==> src/rtl/queue_dispatcher.sv <==
// Pops the arbiter-granted queue, buffers returned words (2 entries) onto a valid/ready port; pop-to-valid 2 cycles.
// Backpressure: rr_enb/pop drop when buffer plus in-flight word would exceed 2. DISPATCH_STATS_EN adds per-queue pop counters.
module queue_dispatcher #(
   parameter int QUEUE_QUANTITY = 4,
   parameter int DATA_BITS      = 8
) (
   input  logic                                clk,
   input  logic                                rst,
   input  logic                                enb,
   input  logic [$clog2(QUEUE_QUANTITY)-1:0]   selector,
   input  logic                                selector_enb,
   input  logic [QUEUE_QUANTITY-1:0]           buf_empty,
   input  logic [QUEUE_QUANTITY*DATA_BITS-1:0] buf_data,
   output logic [QUEUE_QUANTITY-1:0]           pop,
   output logic                                rr_enb,
   output logic [DATA_BITS-1:0]                data_out,
   output logic                                valid_out,
   input  logic                                ready_in,
   output logic                                err_empty,
   output logic [QUEUE_QUANTITY*16-1:0]        served_count
);
   localparam int SEL_W = $clog2(QUEUE_QUANTITY);

   logic [1:0]           count_q, count_d;
   logic                 inflight_q;
   logic [SEL_W-1:0]     inflight_idx_q;
   logic                 head_q, tail_q;
   logic [DATA_BITS-1:0] mem_q [2];
   logic                 err_empty_q;

   logic                 fire, space, do_pop, empty_grant;
   logic [2:0]           occ;
   logic [DATA_BITS-1:0] lane [QUEUE_QUANTITY];

   always_comb begin
      for (int i = 0; i < QUEUE_QUANTITY; i++) begin
         lane[i] = buf_data[i*DATA_BITS +: DATA_BITS];
      end
   end

   assign valid_out = (count_q != 2'd0);
   assign fire      = valid_out & ready_in;
   // The in-flight word has already been promised a slot, so it counts as occupancy.
   assign occ       = {1'b0, count_q} + {2'b00, inflight_q} - {2'b00, fire};
   assign space     = (occ < 3'd2);
   assign rr_enb    = enb & space & rst;
   assign do_pop    = rr_enb & selector_enb & ~buf_empty[selector];
   assign empty_grant = rr_enb & selector_enb & buf_empty[selector];
   assign pop       = do_pop ? ({{(QUEUE_QUANTITY-1){1'b0}}, 1'b1} << selector) : '0;
   assign data_out  = valid_out ? mem_q[head_q] : '0;
   assign err_empty = err_empty_q;

   always_comb begin
      count_d = count_q;
      case ({inflight_q, fire})
         2'b10:   count_d = count_q + 2'd1;
         2'b01:   count_d = count_q - 2'd1;
         default: count_d = count_q;
      endcase
   end

   always_ff @(posedge clk or negedge rst) begin
      if (!rst) begin
         count_q        <= 2'd0;
         inflight_q     <= 1'b0;
         inflight_idx_q <= '0;
         head_q         <= 1'b0;
         tail_q         <= 1'b0;
         err_empty_q    <= 1'b0;
         for (int i = 0; i < 2; i++) begin
            mem_q[i] <= '0;
         end
      end else begin
         inflight_q     <= do_pop;
         inflight_idx_q <= selector;
         count_q        <= count_d;
         if (inflight_q) begin
            mem_q[tail_q] <= lane[inflight_idx_q];
            tail_q        <= ~tail_q;
         end
         if (fire) begin
            head_q <= ~head_q;
         end
         if (empty_grant) begin
            err_empty_q <= 1'b1;
         end
      end
   end

`ifdef DISPATCH_STATS_EN
   logic [15:0] served_q [QUEUE_QUANTITY];

   always_ff @(posedge clk or negedge rst) begin
      if (!rst) begin
         for (int i = 0; i < QUEUE_QUANTITY; i++) begin
            served_q[i] <= 16'd0;
         end
      end else begin
         for (int i = 0; i < QUEUE_QUANTITY; i++) begin
            if (pop[i]) begin
               served_q[i] <= served_q[i] + 16'd1;
            end
         end
      end
   end

   always_comb begin
      for (int i = 0; i < QUEUE_QUANTITY; i++) begin
         served_count[i*16 +: 16] = served_q[i];
      end
   end
`else
   assign served_count = '0;
`endif

endmodule

==> config.mk <==
export PLATFORM = sky130hd
export DESIGN_NAME = queue_dispatcher
export DESIGN_NICKNAME = d
export VERILOG_FILES = /design/src/rtl/queue_dispatcher.sv
export SDC_FILE = /design/constraint.sdc
export NUM_CORES = 1
export LEC_CHECK = 0
export BUFFER_PORTS_ARGS = -buffer_cell sky130_fd_sc_hd__buf_4
export CORE_ASPECT_RATIO = 1.2
export CORE_MARGIN = 2
export CORE_UTILIZATION = 35
export DETAILED_ROUTE_END_ITERATION = 10
export PLACE_DENSITY = 0.79
export SYNTH_ARGS = -nofsm -noshare
export SYNTH_HDL_FRONTEND = slang
export SYNTH_SLANG_ARGS = --single-unit
==> constraint.sdc <==
create_clock -name clk -period 2.4 [get_ports clk]
set_clock_uncertainty 0.2 [all_clocks]
set_input_delay 0.12 -clock clk [delete_from_list [all_inputs] [get_ports clk]]
set_output_delay 0.12 -clock clk [all_outputs]
set_load 0.05 [all_outputs]
Word level (Yosys, flattened, before mapping)
Index checks and enable logic that the tools add are counted.
{"block": "word_totals", "inputBits": 43, "output_inout_bits": 79, "word_cells": 50, "ff_bits": 24}
{"block": "op_classes", "add_sub_neg": 4, "n_shift": 1, "reduce_logical": 3, "eq_ne": 2, "n_mux": 14, "n_bitwise": 12, "order_cmp": 6}
{"operator": "2-to-1 mux 8 bit", "count": 7}
{"operator": "binary-select mux 8 bit (select 2 bit)", "count": 1}
{"operator": "bitwise mux 16 bit", "count": 1}
{"operator": "demux 8 bit (select 1 bit)", "count": 1}
{"operator": "bitwise AND 1 bit", "count": 6}
{"operator": ">= comparator 2 bit (second input constant)", "count": 2}
{"operator": "2-to-1 mux 4 bit", "count": 1}
{"operator": "inverter 1 -> 2 bit", "count": 2}
{"operator": "case mux 2 bit (2 select lines)", "count": 1}
{"operator": "nonzero test 2 bit", "count": 2}
{"operator": "<< shifter 1 x 2 -> 4 bit (first input constant)", "count": 1}
{"operator": "adder 2 x 1 -> 3 bit", "count": 1}
{"operator": ">= comparator 3 bit (second input constant)", "count": 1}
{"operator": "< comparator 2 x 3 -> 1 bit (second input constant)", "count": 1}
{"operator": "< comparator 3 x 2 -> 1 bit (second input constant)", "count": 1}
{"operator": "inverter 1 bit", "count": 3}
{"operator": "inverter 2 -> 3 bit", "count": 1}
{"operator": "subtractor 3 x 1 -> 3 bit", "count": 1}
{"operator": "adder 2 x 1 -> 2 bit (second input constant)", "count": 1}
{"operator": "binary-select mux 1 bit (select 2 bit)", "count": 1}
{"operator": "equality test 2 x 1 -> 1 bit (second input constant)", "count": 1}
{"operator": "equality test 2 bit (second input constant)", "count": 1}
{"operator": "< comparator 2 x 1 -> 1 bit (second input constant)", "count": 1}
{"operator": "subtractor 2 x 1 -> 2 bit (second input constant)", "count": 1}
{"operator": "other kinds (2)", "count": 2}

Longest topological paths before layout
{"block": "depth", "word_depth": 9, "ltp_mapped": 7, "ltp_nobuf": 6}

Worst setup path after synthesis
Ideal clock, no wire load.
{"block": "synth_path", "kind": "reg2out", "start": "reg count_q[1]", "end": "out pop[2]", "path_slack_ps": -1386, "stages_incl_launch_ff": 8, "n_path_buf": 1, "arrival_ps": 3466, "required_time_ps": 2080, "cell_sequence": "dfrtp_1 -> buf_2 -> nor2_1 -> nor2_1 -> fa_1 -> and4_1 -> nand2_1 -> nor4b_1"}
{"block": "synth_between", "elab_chain_cells": 9, "elab_cells_between_ends": 10, "classes_between": "add/sub: 2; order compare: 1; mux: 1; bitwise: 5; reduce/logical: 1"}
{"item": "start, declared", "line_no": "24", "source": "logic [1:0] count_q, count_d;"}
{"item": "start signal, assigned", "line_no": "76", "source": "count_q <= count_d;"}
{"item": "branches (longest 2 deep; another with adder 2 x 1 -> 3 bit)"}
{"item": "subtractor 3 x 1 -> 3 bit *", "line_no": "44", "source": "assign occ = {1'b0, count_q} + {2'b00, inflight_q} - {2'b00, fire};"}
{"item": "< comparator 3 x 2 -> 1 bit *", "line_no": "45", "source": "assign space = (occ < 3'd2);"}
{"item": "bitwise AND 1 bit * (2 in series)", "line_no": "46", "source": "assign rr_enb = enb & space & rst;"}
{"item": "bitwise AND 1 bit * (2 in series)", "line_no": "47", "source": "assign do_pop = rr_enb & selector_enb & ~buf_empty[selector];"}
{"item": "2-to-1 mux 4 bit *", "line_no": "49", "source": "assign pop = do_pop ? ({{(QUEUE_QUANTITY-1){1'b0}}, 1'b1} << selector) : '0;"}
{"item": "end, declared", "line_no": "14", "source": "output logic [QUEUE_QUANTITY-1:0] pop,"}
Every way passes the cells marked *.

Worst setup path after layout
{"block": "layout_path", "start": "reg inflight_q", "end": "out pop[2]"}
{"block": "layout_between", "elab_chain_cells": 8}
{"item": "start, declared", "line_no": "25", "source": "logic inflight_q;"}
{"item": "start signal, assigned", "line_no": "74", "source": "inflight_q <= do_pop;"}
{"item": "adder 2 x 1 -> 3 bit", "line_no": "44"}
{"item": "subtractor 3 x 1 -> 3 bit", "line_no": "44"}
{"item": "< comparator 3 x 2 -> 1 bit", "line_no": "45"}
{"item": "bitwise AND 1 bit (2 in series)", "line_no": "46"}
{"item": "bitwise AND 1 bit (2 in series)", "line_no": "47"}
{"item": "2-to-1 mux 4 bit", "line_no": "49"}
No other way between the ends.

==> metrics <==
Tmin final 2.57 ns; fin crit share 1.07; violated checks negative hold slack, negative setup slack; Worst R2R Path Depth 6; Worst path top cell family by delay simple AND/OR/NAND/NOR gates; vias in the first global route 1308; # IOs 122; post-synth cell types 29; Pleak 1.27 nW; synth-to-layout area growth 22.8%; synthesized instance count 200; clock-pin transition on the worst setup and hold timing paths 0.08 ns; pre-CTS setup slack 0.0334 ns; largest net degree at the start of global routing 26; layout cell share with drive strength beyond 1 0.364; sequential share of the synthesized area 0.309; Initial DRT Pass Iterations 4; Final Hold Fails 1; reg2reg start inflight_q$_DFF_PN0_; RSZ-0062 raised after global routing true; critical-path cell list nor2b_4, o21ai_1, fa_1, and4_4, nand2_4, nor4b_4, buf_6; Final Cell Area 2390 um^2; die area 6170 um^2; maxcap violations 0; total grt overflow 0; crit-path max cell delay 0.54 ns; Core Area 5330 um^2; actual slew at the worst max-slew pin 0.679 ns; largest buffer count on any clock path 2; CP Depth 7; Final WS setup -0.173 ns; clock sinks 24; initial antenna violation count 0; Final Setup Violations 4; Max Slew Vio Count 0; Yosys warning count 0; first-pass GRT wire length 5.84 mm; maximum VDD drop 0.451 mV; R2R Setup Slk 0.42 ns; Syn Area/Cell 9.73 um^2; Worst path slowest cell fa_1; TritonCTS clock tree built; drt wl/cell 11.7 um; Initial Utilization 0.365; dpl hpwl 3.12 mm; CP arrival 2.25 ns; ant diodes 0; critical path peak fanout 5; Die X-Extent 72.1 um; Cell Pwr Density 759 nW/um^2; GR Util All Layers 0.119; post-placement cell count 318; status finished with violations; Vias 1384; reg-to-reg endpoint err_empty$_DFFE_PN0P_; Setup crit end kind output port; fmax 0.389 GHz; nets 309; DP Area 2250 um^2; H-tree levels 1; Setup TNS Final -0.634 ns; Routed WL 3.82 mm; final cell count without fillers 326; Hold WC Path Type in2reg; WS Path Type reg2out; Worst slew margin 0.548; crit start category flip-flop; post-route ant nets 0; worst hold slack -0.000481 ns; 1st-iter DRT viols 47; number of vias per cell 4.25; num rows 29; Port Buffer Count 57; Routability Congestion 0.792; crit path buf inv count 1; required time worst endpoint 2.08 ns; Worst Setup SP inflight_q$_DFF_PN0_; crit path capture pop[2]; Post-Synthesis Cell Area 1950 um^2; DRC errors left 0; Seq cells post-synth 24; total CTS buffers 3; Clock Tree Root clkbuf_8; clock latency at the later pin of the worst-skew pair 0.27 ns; Die Y-Extent 85.7 um
[cell usage in the layout (no fill, tap or decap)]
master	n
mux4_2	1
nor2_4	1
mux2_4	4
nor2b_1	1
o21ai_2	8
nor2_1	10
mux2i_1	26
nor4b_4	2
buf_6	5
o21ai_0	1
nor2_2	1
clkbuf_8	3
dlygate4sd3_1	3
bufinv_16	1
o21ai_1	9
and4_4	1
dfrtp_1	24
nor2b_4	1
and4_1	1
xnor2_2	1
mux2_2	4
xnor2_1	1
a21oi_1	1
nand2_4	1
nand2b_1	2
xor2_1	2
and4b_2	1
buf_4	60
nor4_4	1
and2_1	1
inv_1	1
conb_1	64
nand2_1	19
a21o_1	1
fa_1	1
[worst register-to-register path: stages, from the launching register on]
cell,delay (ns)
dfrtp_1,0.43
nor2b_4,0.15
o21ai_1,0.16
fa_1,0.46
and4_4,0.18
and2_1,0.16
a21o_1,0.15
[per-stage QoR]
stage / utilization / total power [mW]
floorplan: - / 1.38
global route: 0.448 / 1.92
global placement: 0.423 / 1.44
CTS: 0.446 / 1.83
finish: 0.448 / 1.81
detailed placement: 0.423 / 1.47
[flip-flops by register name (all words and copies together) (netlist names)]
name / count
err_empty: 1
mem_q: 16
inflight_q: 1
count_q: 2
head_q: 1
tail_q: 1
inflight_idx_q: 2
[layout make-up]
cell class	count	area, um^2
well taps	62	77.6
flip-flops and latches	24	601
fillers	545	2940
repair buffers	68	537
clock buffers	3	41.3
inverters	1	3.75
multi-input cells	167	1100
clock inverters	1	30.0
[where the power goes]
group	internal (mW)	switching, mW	total, mW
logic	0.277	0.497	0.773
clock network	0.223	0.131	0.354
registers	0.563	0.123	0.687
[synth_stat cells]
cell type / instances / area (um^2)
nor4b_1: 2 / 17.5
o21ai_1: 8 / 40.0
nand2_1: 20 / 75.1
buf_6: 1 / 11.3
buf_12: 2 / 40.0
buf_4: 64 / 480
a21o_1: 1 / 7.51
mux2_2: 4 / 45.0
o21ai_2: 8 / 70.1
inv_1: 1 / 3.75
fa_1: 1 / 20.0
and4b_1: 1 / 10.0
mux4_2: 1 / 22.5
o21ai_0: 2 / 10.0
and2_1: 1 / 6.26
a21oi_1: 1 / 5.00
xor2_1: 2 / 17.5
conb_1: 1 / 3.75
xnor2_1: 1 / 8.76
nand2b_1: 2 / 12.5
xnor2_2: 1 / 16.3
buf_2: 4 / 20.0
nor2_1: 12 / 45.0
nor4_1: 1 / 6.26
nor2b_1: 2 / 12.5
mux2i_1: 26 / 260
mux2_4: 4 / 60.1
dfrtp_1: 24 / 601
and4_1: 2 / 17.5
[metal layers]
metal  vias up  GRT usage  wire length, um
met2        81      0.223             2010
met4         0     0.0103                0
met1       638      0.138             1430
li1        665          -                -
met3         0     0.0341              380
met5         -          0                0
[worst min-delay path by stage]
stage,depth (start not counted),from,endpoint,slack (ns)
floorplan,0,rst,count_q[0]$_DFFE_PN0N_,-0.38
global placement,2,rst,mem_q[15]$_DFFE_PN0P_,-0.03
detailed placement,2,rst,mem_q[15]$_DFFE_PN0P_,-0.03
CTS,3,ready_in,head_q$_DFFE_PN0P_,0.003
global route,3,ready_in,head_q$_DFFE_PN0P_,0.02
finish,3,ready_in,head_q$_DFFE_PN0P_,-0.0005
[repair_timing]
| item | 4_1_cts | 5_1_grt |
|---|---|---|
| setup endpoints to repair | 5 | 5 |
| resized for setup | 7 | 1 |
| endpoints found under the hold margin | 26 | 0 |
| hold buffers | 3 | 0 |
| pin swaps | 4 | 1 |
| buffers inserted | 0 | 1 |
[kinds of logic (layout without fill, tap and decap cells)]
family,count (synthesis),after routing,share of synthesized area
compound gates,20,20,0.0682
flops,24,24,0.309
buf+inv,72,73,0.286
other cells,1,64,0.00193
mux,35,35,0.199
xor+xnor,4,4,0.0219
fa+ha+maj,1,1,0.0103
simple gates,43,43,0.104
Power figures use the tool's default switching activity.
